$ cat config.mk
export PLATFORM = sky130hd
export DESIGN_NAME = alu_ctrl
export DESIGN_NICKNAME = d
export VERILOG_FILES = /design/src/rtl/alu_ctrl.sv
export SDC_FILE = /design/constraint.sdc
export NUM_CORES = 1
export LEC_CHECK = 0
export BUFFER_PORTS_ARGS = -buffer_cell sky130_fd_sc_hd__buf_2
export CAP_MARGIN = 10
export CELL_PAD_IN_SITES_DETAIL_PLACEMENT = 2
export CELL_PAD_IN_SITES_GLOBAL_PLACEMENT = 2
export CORE_MARGIN = 2
export CORE_UTILIZATION = 32
export CTS_CLUSTER_SIZE = 25
export DETAILED_ROUTE_END_ITERATION = 8
export PLACE_DENSITY_LB_ADDON = 0.1
export SETUP_SLACK_MARGIN = 0.5
export SYNTH_ARGS = -nofsm -noshare
export SYNTH_HDL_FRONTEND = slang
export SYNTH_SLANG_ARGS = --single-unit
$ cat constraint.sdc
create_clock -name clk -period 3.3 [get_ports clk]
set_input_delay 0.495 -clock clk [delete_from_list [all_inputs] [get_ports clk]]
set_output_delay 0.495 -clock clk [all_outputs]
set_load 0.005 [all_outputs]
$ cat src/rtl/alu_ctrl.sv
// Sequencing controller for a MIPS-style ALU datapath: selects the result source for
// single-cycle funct codes and steps a multi-cycle DIVU through load, iterate and Hi/Lo writeback.
module alu_ctrl #(
  parameter int DIV_CYCLES = 32
) (
  input  logic       clk,
  input  logic       rst_n,
  input  logic       op_valid,
  input  logic [5:0] Signal,
  output logic       op_ready,
  output logic [1:0] out_sel,
  output logic       out_valid,
  output logic       div_start,
  output logic       div_step,
  output logic [5:0] step_cnt,
  output logic       hilo_we,
  output logic       illegal,
  output logic [1:0] fsm_state
);

  // Handshake: an operation transfers on a rising edge where op_valid && op_ready;
  // op_ready is high only in IDLE, and op_valid is ignored (never queued) otherwise.

  typedef enum logic [1:0] {
    IDLE     = 2'd0,
    DIV_LOAD = 2'd1,
    DIV_RUN  = 2'd2,
    DIV_WB   = 2'd3
  } state_t;

  localparam logic [5:0] F_AND  = 6'b100100;
  localparam logic [5:0] F_OR   = 6'b100101;
  localparam logic [5:0] F_ADD  = 6'b100000;
  localparam logic [5:0] F_SUB  = 6'b100010;
  localparam logic [5:0] F_SLT  = 6'b101010;
  localparam logic [5:0] F_SLL  = 6'b000000;
  localparam logic [5:0] F_DIVU = 6'b011011;
  localparam logic [5:0] F_MFHI = 6'b010000;
  localparam logic [5:0] F_MFLO = 6'b010010;

  localparam logic [5:0] LAST_STEP = 6'(DIV_CYCLES - 1);

  state_t state;
  logic   accept;

  assign accept    = op_valid && op_ready;
  assign fsm_state = state;

  always_ff @(posedge clk or negedge rst_n) begin
    if (!rst_n) begin
      state     <= IDLE;
      op_ready  <= 1'b0;
      out_sel   <= 2'b00;
      out_valid <= 1'b0;
      div_start <= 1'b0;
      div_step  <= 1'b0;
      step_cnt  <= 6'd0;
      hilo_we   <= 1'b0;
      illegal   <= 1'b0;
    end else begin
      out_valid <= 1'b0;
      div_start <= 1'b0;
      hilo_we   <= 1'b0;
      illegal   <= 1'b0;
      case (state)
        IDLE: begin
          op_ready <= 1'b1;
          if (accept) begin
            case (Signal)
              F_AND, F_OR, F_ADD, F_SUB, F_SLT: begin
                out_sel   <= 2'b00;
                out_valid <= 1'b1;
              end
              F_SLL: begin
                out_sel   <= 2'b01;
                out_valid <= 1'b1;
              end
              F_MFHI: begin
                out_sel   <= 2'b10;
                out_valid <= 1'b1;
              end
              F_MFLO: begin
                out_sel   <= 2'b11;
                out_valid <= 1'b1;
              end
              F_DIVU: begin
                state     <= DIV_LOAD;
                div_start <= 1'b1;
                op_ready  <= 1'b0;
              end
              default: illegal <= 1'b1;
            endcase
          end
        end
        DIV_LOAD: begin
          state    <= DIV_RUN;
          div_step <= 1'b1;
          step_cnt <= 6'd0;
        end
        DIV_RUN: begin
          if (step_cnt == LAST_STEP) begin
            state    <= DIV_WB;
            div_step <= 1'b0;
            step_cnt <= 6'd0;
            hilo_we  <= 1'b1;
          end else begin
            step_cnt <= step_cnt + 6'd1;
          end
        end
        DIV_WB: begin
          // Ready rises together with the return to IDLE so a waiting MFHI/MFLO sees written Hi/Lo.
          state    <= IDLE;
          op_ready <= 1'b1;
        end
        default: state <= IDLE;
      endcase
    end
  end

endmodule

==> results of run 1 <==
Yosys cell counts, types with 2 or more instances:
| master | count |
|---|---|
| a21oi_1 | 6 |
| dfrtp_1 | 16 |
| ha_1 | 5 |
| inv_1 | 8 |
| mux2i_1 | 2 |
| nand2_1 | 9 |
| nand3_1 | 3 |
| nor2_1 | 4 |
| nor3_1 | 3 |
| nor4_1 | 2 |
| nor4b_1 | 2 |
| o21ai_0 | 4 |
| xor2_1 | 2 |
state kept, by name, indices dropped and copies added (netlist names):
| signal | count |
|---|---|
| hilo_we | 1 |
| illegal | 1 |
| div_step | 1 |
| op_ready | 1 |
| out_sel | 2 |
| out_valid | 1 |
| fsm_state | 2 |
| step_cnt | 6 |
| div_start | 1 |
worst min-delay path by stage:
stage	start	to	slack, ns	depth (start not counted)
2_1_floorplan	rst_n	div_start$_DFF_PN0_	0.20	0
4_1_cts	rst_n	step_cnt[3]$_DFFE_PN0P_	0.11	1
3_5_place_dp	rst_n	step_cnt[3]$_DFFE_PN0P_	0.44	1
6_report	rst_n	step_cnt[3]$_DFFE_PN0P_	0.1	1
3_3_place_gp	rst_n	step_cnt[3]$_DFFE_PN0P_	0.43	1
5_1_grt	rst_n	step_cnt[3]$_DFFE_PN0P_	0.11	1
layer usage:
metal	track usage	part of all wire	vias up
li1	-	-	351
met1	0.226	0.48	367
met2	0.242	0.47	13
met3	0.0323	0.034	4
met4	0.0732	0.016	0
met5	0	0	-
final cells by class:
type                       instances  area (um^2)  area share
multi-input combinational         59          404       0.393
sequential                        16          400       0.389
inverter                           8         30.0      0.0292
timing repair buffer              24          120       0.117
tap                               30         37.5      0.0365
clock buffer                       4         36.3      0.0353
placed cells by master (no fill, tap or decap), drive strengths merged:
master	netlist	layout
a21o	1	1
a21oi	7	7
a22oi	1	1
a31o	1	1
a41o	1	1
and2	1	1
and4b	1	1
and4bb	1	1
buf	0	24
clkbuf	1	4
dfrtp	16	16
ha	5	5
inv	8	8
mux2i	2	2
nand2	9	9
nand2b	1	1
nand3	3	3
nand3b	1	1
nand4	1	1
nor2	4	4
nor3	3	3
nor4	2	2
nor4b	2	2
o211ai	1	1
o21ai	6	6
o22ai	1	1
o2bb2ai	1	1
xnor2	1	1
xor2	2	2
cell families (layout without fill, tap and decap cells):
family          after synthesis  after routing  synth area share
flops                        16             16             0.478
compound gates               20             20             0.164
buf+inv                       9             36            0.0403
mux                           2              2            0.0239
xor+xnor                      3              3            0.0313
simple gates                 29             29             0.188
fa+ha+maj                     5              5            0.0746
power by group through the flow:
stage | combinational (W) | clock [W] | sequential [W]
2_1_floorplan | 0.000187 | 0 | 0.000269
3_3_place_gp | 0.000283 | 0 | 0.000266
3_5_place_dp | 0.000295 | 0 | 0.000270
4_1_cts | 0.000298 | 0.000142 | 0.000266
5_1_grt | 0.000335 | 0.000152 | 0.000270
6_report | 0.000291 | 0.000136 | 0.000265
stage by stage:
step	setup slack [ns]	std cells	hold slack [ns]	area [um^2]	utilization
6_report	1.51	141	0.0980	1030	0.415
5_1_grt	1.34	141	0.115	1030	0.415
4_1_cts	1.49	141	0.106	1030	0.415
3_5_place_dp	1.52	137	0.440	992	0.401
3_3_place_gp	1.65	137	0.429	992	0.401
2_1_floorplan	1.87	84	0.199	838	-
==> impl_results.md, run 1 <==
- Largest net degree at the start of global routing: 17
- Nature of the critical path endpoint: flip-flop
- Setup bufs post-CTS: 0
- Slew margin rel.: 0.700
- Total number of vias: 735
- Switching power: 0.000277 W
- Row count: 18
- Clock skew: between 0.0015 and 0.002 ns
- Die width: 55.2 um
- LEAKAGE: 0.510 nW
- # IOs: 25
- Logic pwr share: 0.421
- Worst min path class: in2async
- Max Freq: 558 MHz
- CP Max Fanout: 14
- Post-cts resize count: 0
- Pre-Repair DR Iteration Count: 3
- Sw frac: 0.400
- Final-report setup violation count: 0
- Worst endpoint required time: approximately 3.5 ns
- Crit path depth: 6
- Worst R2R Path Depth: 6
- Max Root-Sink Buffers: 2
- Synthesized flop and latch total: 16
- Average size of a mapped cell: between 9 and 10 um^2
- Reg2Reg Setup Slack: 1.51 ns
- Clk pwr share: 0.196
- Unrepaired setup endpoints after global routing: false
- Area leader, netlist: dfrtp_1
- Worst setup SP type: flip-flop
- Asr flop ratio synth: 1.00
- CTS sink cnt: 16
- Sequential element share of the synthesized area: 0.478
- Bufs and invs on worst path: 1
- Vias in the first global route: between 700 and 800
- Hpwl dp: 1670 um
- Critical Path AT: 1.96 ns
- Yosys cell types: 31
- Post-layout min period: around 1.8 ns
- CP max stage delay: approximately 0.57 ns
- Number of flops mapped to enable cells by yosys: 0
- Worst r2r dst: step_cnt[5]$_DFFE_PN0P_
- Fin crit share: 0.543
- Starting Density: 0.338
- Area share of the largest cell type after synthesis: 0.478
- Synth Warn #: 0
- Residual DRC count: 0
- CP top delay family: adder cells
- Syn nets: 98
- Post-CTS Hold Fix Bufs: 0
- CP endpoint: step_cnt[5]$_DFFE_PN0P_
- Final hold violations: 0
- Internal: approximately 0.00041 W
- Filler instances: 290
- H-tree Lvls: 1
- Setup TNS: 0 ns
- Mapped Cells: between 80 and 90
- Synth Cell Area: 838 um^2
- Layout cells sized above 1: 0.279
- Routed WL: 2150 um
- # nets final: 126
- Critical Path Source: fsm_state[0]$_DFFE_PN0P_
- Total track usage: 0.162
- Worst reg2reg path startpoint: fsm_state[0]$_DFFE_PN0P_
- DR WL/cell: approximately 15 um
- Pwr dens: just under 700 nW/um^2
- Worst-Margin Slew: 0.450 ns
- Via/cell ratio: 5.21
- Max Cap Viol: 0
- Gpl congestion: 0.698
- Status: finished, final reports clean
- Area contributors post-synth: dfrtp_1, ha_1, nand2_1
- Reg clk slew, reported paths: 0.10 ns
- Antenna-violating nets left: 0
- Cell chain of the critical path: inv_1 -> ha_1 -> nand4_1 -> nor2_1 -> xnor2_1 -> a21oi_1
- Core Area: 2480 um^2
- Antenna Cells: 0
- Critical-path top delay cell: ha_1
- Flop pwr share: 0.383
- Ys flop type: dfrtp_1
- Die area: 3050 um^2
- Worst-skew pair later-pin latency: 0.29 ns
- DRT iter0 DRCs: 5
- CTS buffer count: 3
- Die H: 55.2 um
- Max-slew violations: 0
- CTS root buf: clkbuf_4
- CTS tree: built
- Critical path class: reg2reg
- Area Overhead vs Synth: 22.7%
- Initial antenna violation count: 0
- # port buffers: 24
- Pwr Total: ~0.00069 W
- First-pass GRT wire length: 3370 um
- Peak supply drop: between 400 and 500 uV
- Grt ovf: 0
No activity file was read; power rests on OpenSTA's default activity.
==> run 2, diff against run 1 <==
--- a/config.mk
+++ b/config.mk
@@ -10,7 +10,7 @@
 export CELL_PAD_IN_SITES_DETAIL_PLACEMENT = 2
 export CELL_PAD_IN_SITES_GLOBAL_PLACEMENT = 2
 export CORE_MARGIN = 2
-export CORE_UTILIZATION = 32
+export CORE_UTILIZATION = 29
 export CTS_CLUSTER_SIZE = 25
 export DETAILED_ROUTE_END_ITERATION = 8
 export PLACE_DENSITY_LB_ADDON = 0.1
==> constraint.sdc (replaced) <==
create_clock -name clk -period 1.8 [get_ports clk]
set_input_delay 0.27 -clock clk [delete_from_list [all_inputs] [get_ports clk]]
set_output_delay 0.27 -clock clk [all_outputs]
set_load 0.005 [all_outputs]
==> run 2 against run 1 <==
Effect of this change:
- routed wire length up 19%
- cell count up 9.2%
- combinational power rose to 3.3 times the previous value
- maximum frequency grew 34%
- total power up 140%
- first-iteration DRC count increased to 3.6 times the previous value
- sequential cell count is the same
- sequential power increased by 80%
- global-route usage down 1.3 points
- non-clock buffer count increased by 12
- largest cell class unchanged
- largest power group unchanged
==> impl_results.md, run 2 (synthesized netlist as in run 1, its figures left out) <==
- H-tree Lvls: 1 (unchanged)
- Die H: 57.8 um (was 55.2 um)
- CTS buffer count: 3 (unchanged)
- Slew margin rel.: 0.753 (was 0.700)
- Area Overhead vs Synth: 48.7% (was 22.7%)
- Layout cells sized above 1: 0.472 (was 0.279)
- Setup TNS: 0 ns (unchanged)
- Worst-skew pair later-pin latency: 0.29 ns (about the same)
- # port buffers: 24 (unchanged)
- Filler instances: 298 (was 290)
- Commonest non-fill, non-tap cell in the layout: buf_2 (unchanged)
- Antenna-violating nets left: 0 (unchanged)
- CTS tree: built (unchanged)
- Worst hold slack: 0.311 ns (was 0.0980 ns)
- Worst setup SP type: flip-flop (unchanged)
- # IOs: 25 (unchanged)
- Row count: 19 (was 18)
- Post-layout min period: 1.33 ns (was 1.79 ns)
- Fin crit share: 0.741 (was 0.543)
- Die area: 3340 um^2 (was 3050 um^2)
- Total number of vias: 801 (was 735)
- Max-slew violations: 0 (unchanged)
- # nets final: 138 (was 126)
- Pwr Total: 0.00168 W (was 0.000691 W)
- Peak supply drop: 867 uV (was 466 uV)
- Grt ovf: 0 (unchanged)
- Critical Path AT: 1.57 ns (was 1.96 ns)
- CP max stage delay: 0.40 ns (was 0.57 ns)
- CP top delay family: compound AO/OA/AOI/OAI gates (was adder cells)
- Via/cell ratio: 5.20 (was 5.21)
- Total track usage: 0.150 (was 0.162)
- Bufs and invs on worst path: 2 (was 1)
- Most frequent cells in the layout: buf_2, dfrtp_1, buf_4 (was buf_2, dfrtp_1, nand2_1)
- Initial antenna violation count: 0 (unchanged)
- Vias in the first global route: 817 (was 706)
- Final hold violations: 0 (unchanged)
- Unrepaired setup endpoints after global routing: true (was false)
- Starting Density: 0.304 (was 0.338)
- Hpwl dp: 1670 um (about the same)
- Die width: 57.8 um (was 55.2 um)
- Status: finished, final reports clean (unchanged)
- Nature of the critical path endpoint: flip-flop (unchanged)
- Gpl congestion: 0.747 (was 0.698)
- CTS sink cnt: 16 (unchanged)
- Clock skew: 0.00661 ns (was 0.00181 ns)
- Pre-Repair DR Iteration Count: 4 (was 3)
- Critical-path top delay cell: dfrtp_1 (was ha_1)
- Worst endpoint required time: 2.03 ns (was 3.47 ns)
- Pwr dens: 1350 nW/um^2 (was 672 nW/um^2)
- First-pass GRT wire length: 3850 um (was 3370 um)
- Max Freq: 750 MHz (was 558 MHz)
- Max Root-Sink Buffers: 2 (unchanged)
- CP dominant cell by count: inv_2
- Max Cap Viol: 0 (unchanged)
- Worst-Margin Slew: 0.370 ns (was 0.450 ns)
- Critical path class: reg2reg (unchanged)
- Antenna Cells: 0 (unchanged)
- Routed WL: 2570 um (was 2150 um)
- Largest net degree at the start of global routing: 17 (unchanged)
- Residual DRC count: 0 (unchanged)
- Cell chain of the critical path: inv_2 -> ha_4 -> inv_2 -> a41o_4 -> a21oi_2 -> a31o_1 (was inv_1 -> ha_1 -> nand4_1 -> nor2_1 -> xnor2_1 -> a21oi_1)
- Core Area: 2760 um^2 (was 2480 um^2)
- CP Max Fanout: 3 (was 14)
- CTS root buf: clkbuf_4 (unchanged)
- Worst min path class: in2reg (was in2async)
- DR WL/cell: 16.7 um (was 15.2 um)
- DRT iter0 DRCs: 18 (was 5)
- Top reg by flops: step_cnt (unchanged)
- Final-report setup violation count: 0 (unchanged)
- Reg clk slew, reported paths: 0.11 ns (was 0.10 ns)
- Number of flip-flops in the largest register: 6 (unchanged)
- LEAKAGE: 0.572 nW (was 0.510 nW)
[run 2: per-layer routing]
layer | vias to the layer above | wire (um) | track usage
met5 | - | 0 | 0
met4 | 0 | 10 | 0.0498
met2 | 14 | 1250 | 0.231
met3 | 2 | 73 | 0.0268
met1 | 409 | 1240 | 0.211
li1 | 376 | - | -
[run 2: path summary, 6_finish.rpt]
kind / startpoint / endpoint / slack (ns) / cells past startpoint
worst max register to register: fsm_state[0]$_DFFE_PN0P_ / fsm_state[1]$_DFFE_PN0P_ / 0.47 / 6
min in group asynchronous: rst_n / step_cnt[5]$_DFFE_PN0P_ / 0.41 / 2
worst max-delay path: fsm_state[0]$_DFFE_PN0P_ / fsm_state[1]$_DFFE_PN0P_ / 0.47 / 6
worst min register to register: out_sel[1]$_DFFE_PN0P_ / out_sel[1]$_DFFE_PN0P_ / 0.53 / 2
worst min-delay path: op_valid / div_start$_DFF_PN0_ / 0.31 / 3
max in group asynchronous: rst_n / op_ready$_DFFE_PN0P_ / 1.12 / 2
[run 2: worst reg2reg max path, cell delays in order (launching register included)]
cell and delay, ns:
dfrtp_1 0.40, inv_2 0.11, ha_4 0.17, inv_2 0.05, a41o_4 0.26, a21oi_2 0.16
a31o_1 0.12
[run 2: repair_timing]
action                                  CTS  global route
endpoints found under the setup margin   12             9
buffers inserted                          8             3
gates resized for setup                   9            12
endpoints found under the hold margin    16             0
pin swaps                                 7             9
hold buffers                              1             0
[run 2: area by class of cell]
cell class	instances	area (um^2)	area share
Clock buffer	4	36.3	0.0291
Multi-Input combinational cell	59	524	0.421
Sequential cell	16	400	0.321
Tap cell	31	38.8	0.0311
Timing Repair Buffer	36	216	0.174
Inverter	8	30.0	0.0241
[run 2: report_power, final]
part / internal [W] / switching (W) / leakage (nW)
clock: 0.000123 / 0.000124 / 0.0210
sequential: 0.000428 / 0.0000489 / 0.203
combinational: 0.000449 / 0.000509 / 0.349
total: 0.00100 / 0.000681 / 0.572
[run 2: stage by stage]
stage | utilization | instance area, um^2 | instances | setup slack (ns)
6_report | 0.452 | 1250 | 154 | 0.466
5_1_grt | 0.452 | 1250 | 154 | 0.408
4_1_cts | 0.422 | 1160 | 151 | 0.461
3_5_place_dp | 0.367 | 1010 | 138 | 0.293
3_3_place_gp | 0.367 | 1010 | 138 | 0.280
2_1_floorplan | - | 857 | 84 | 0.501
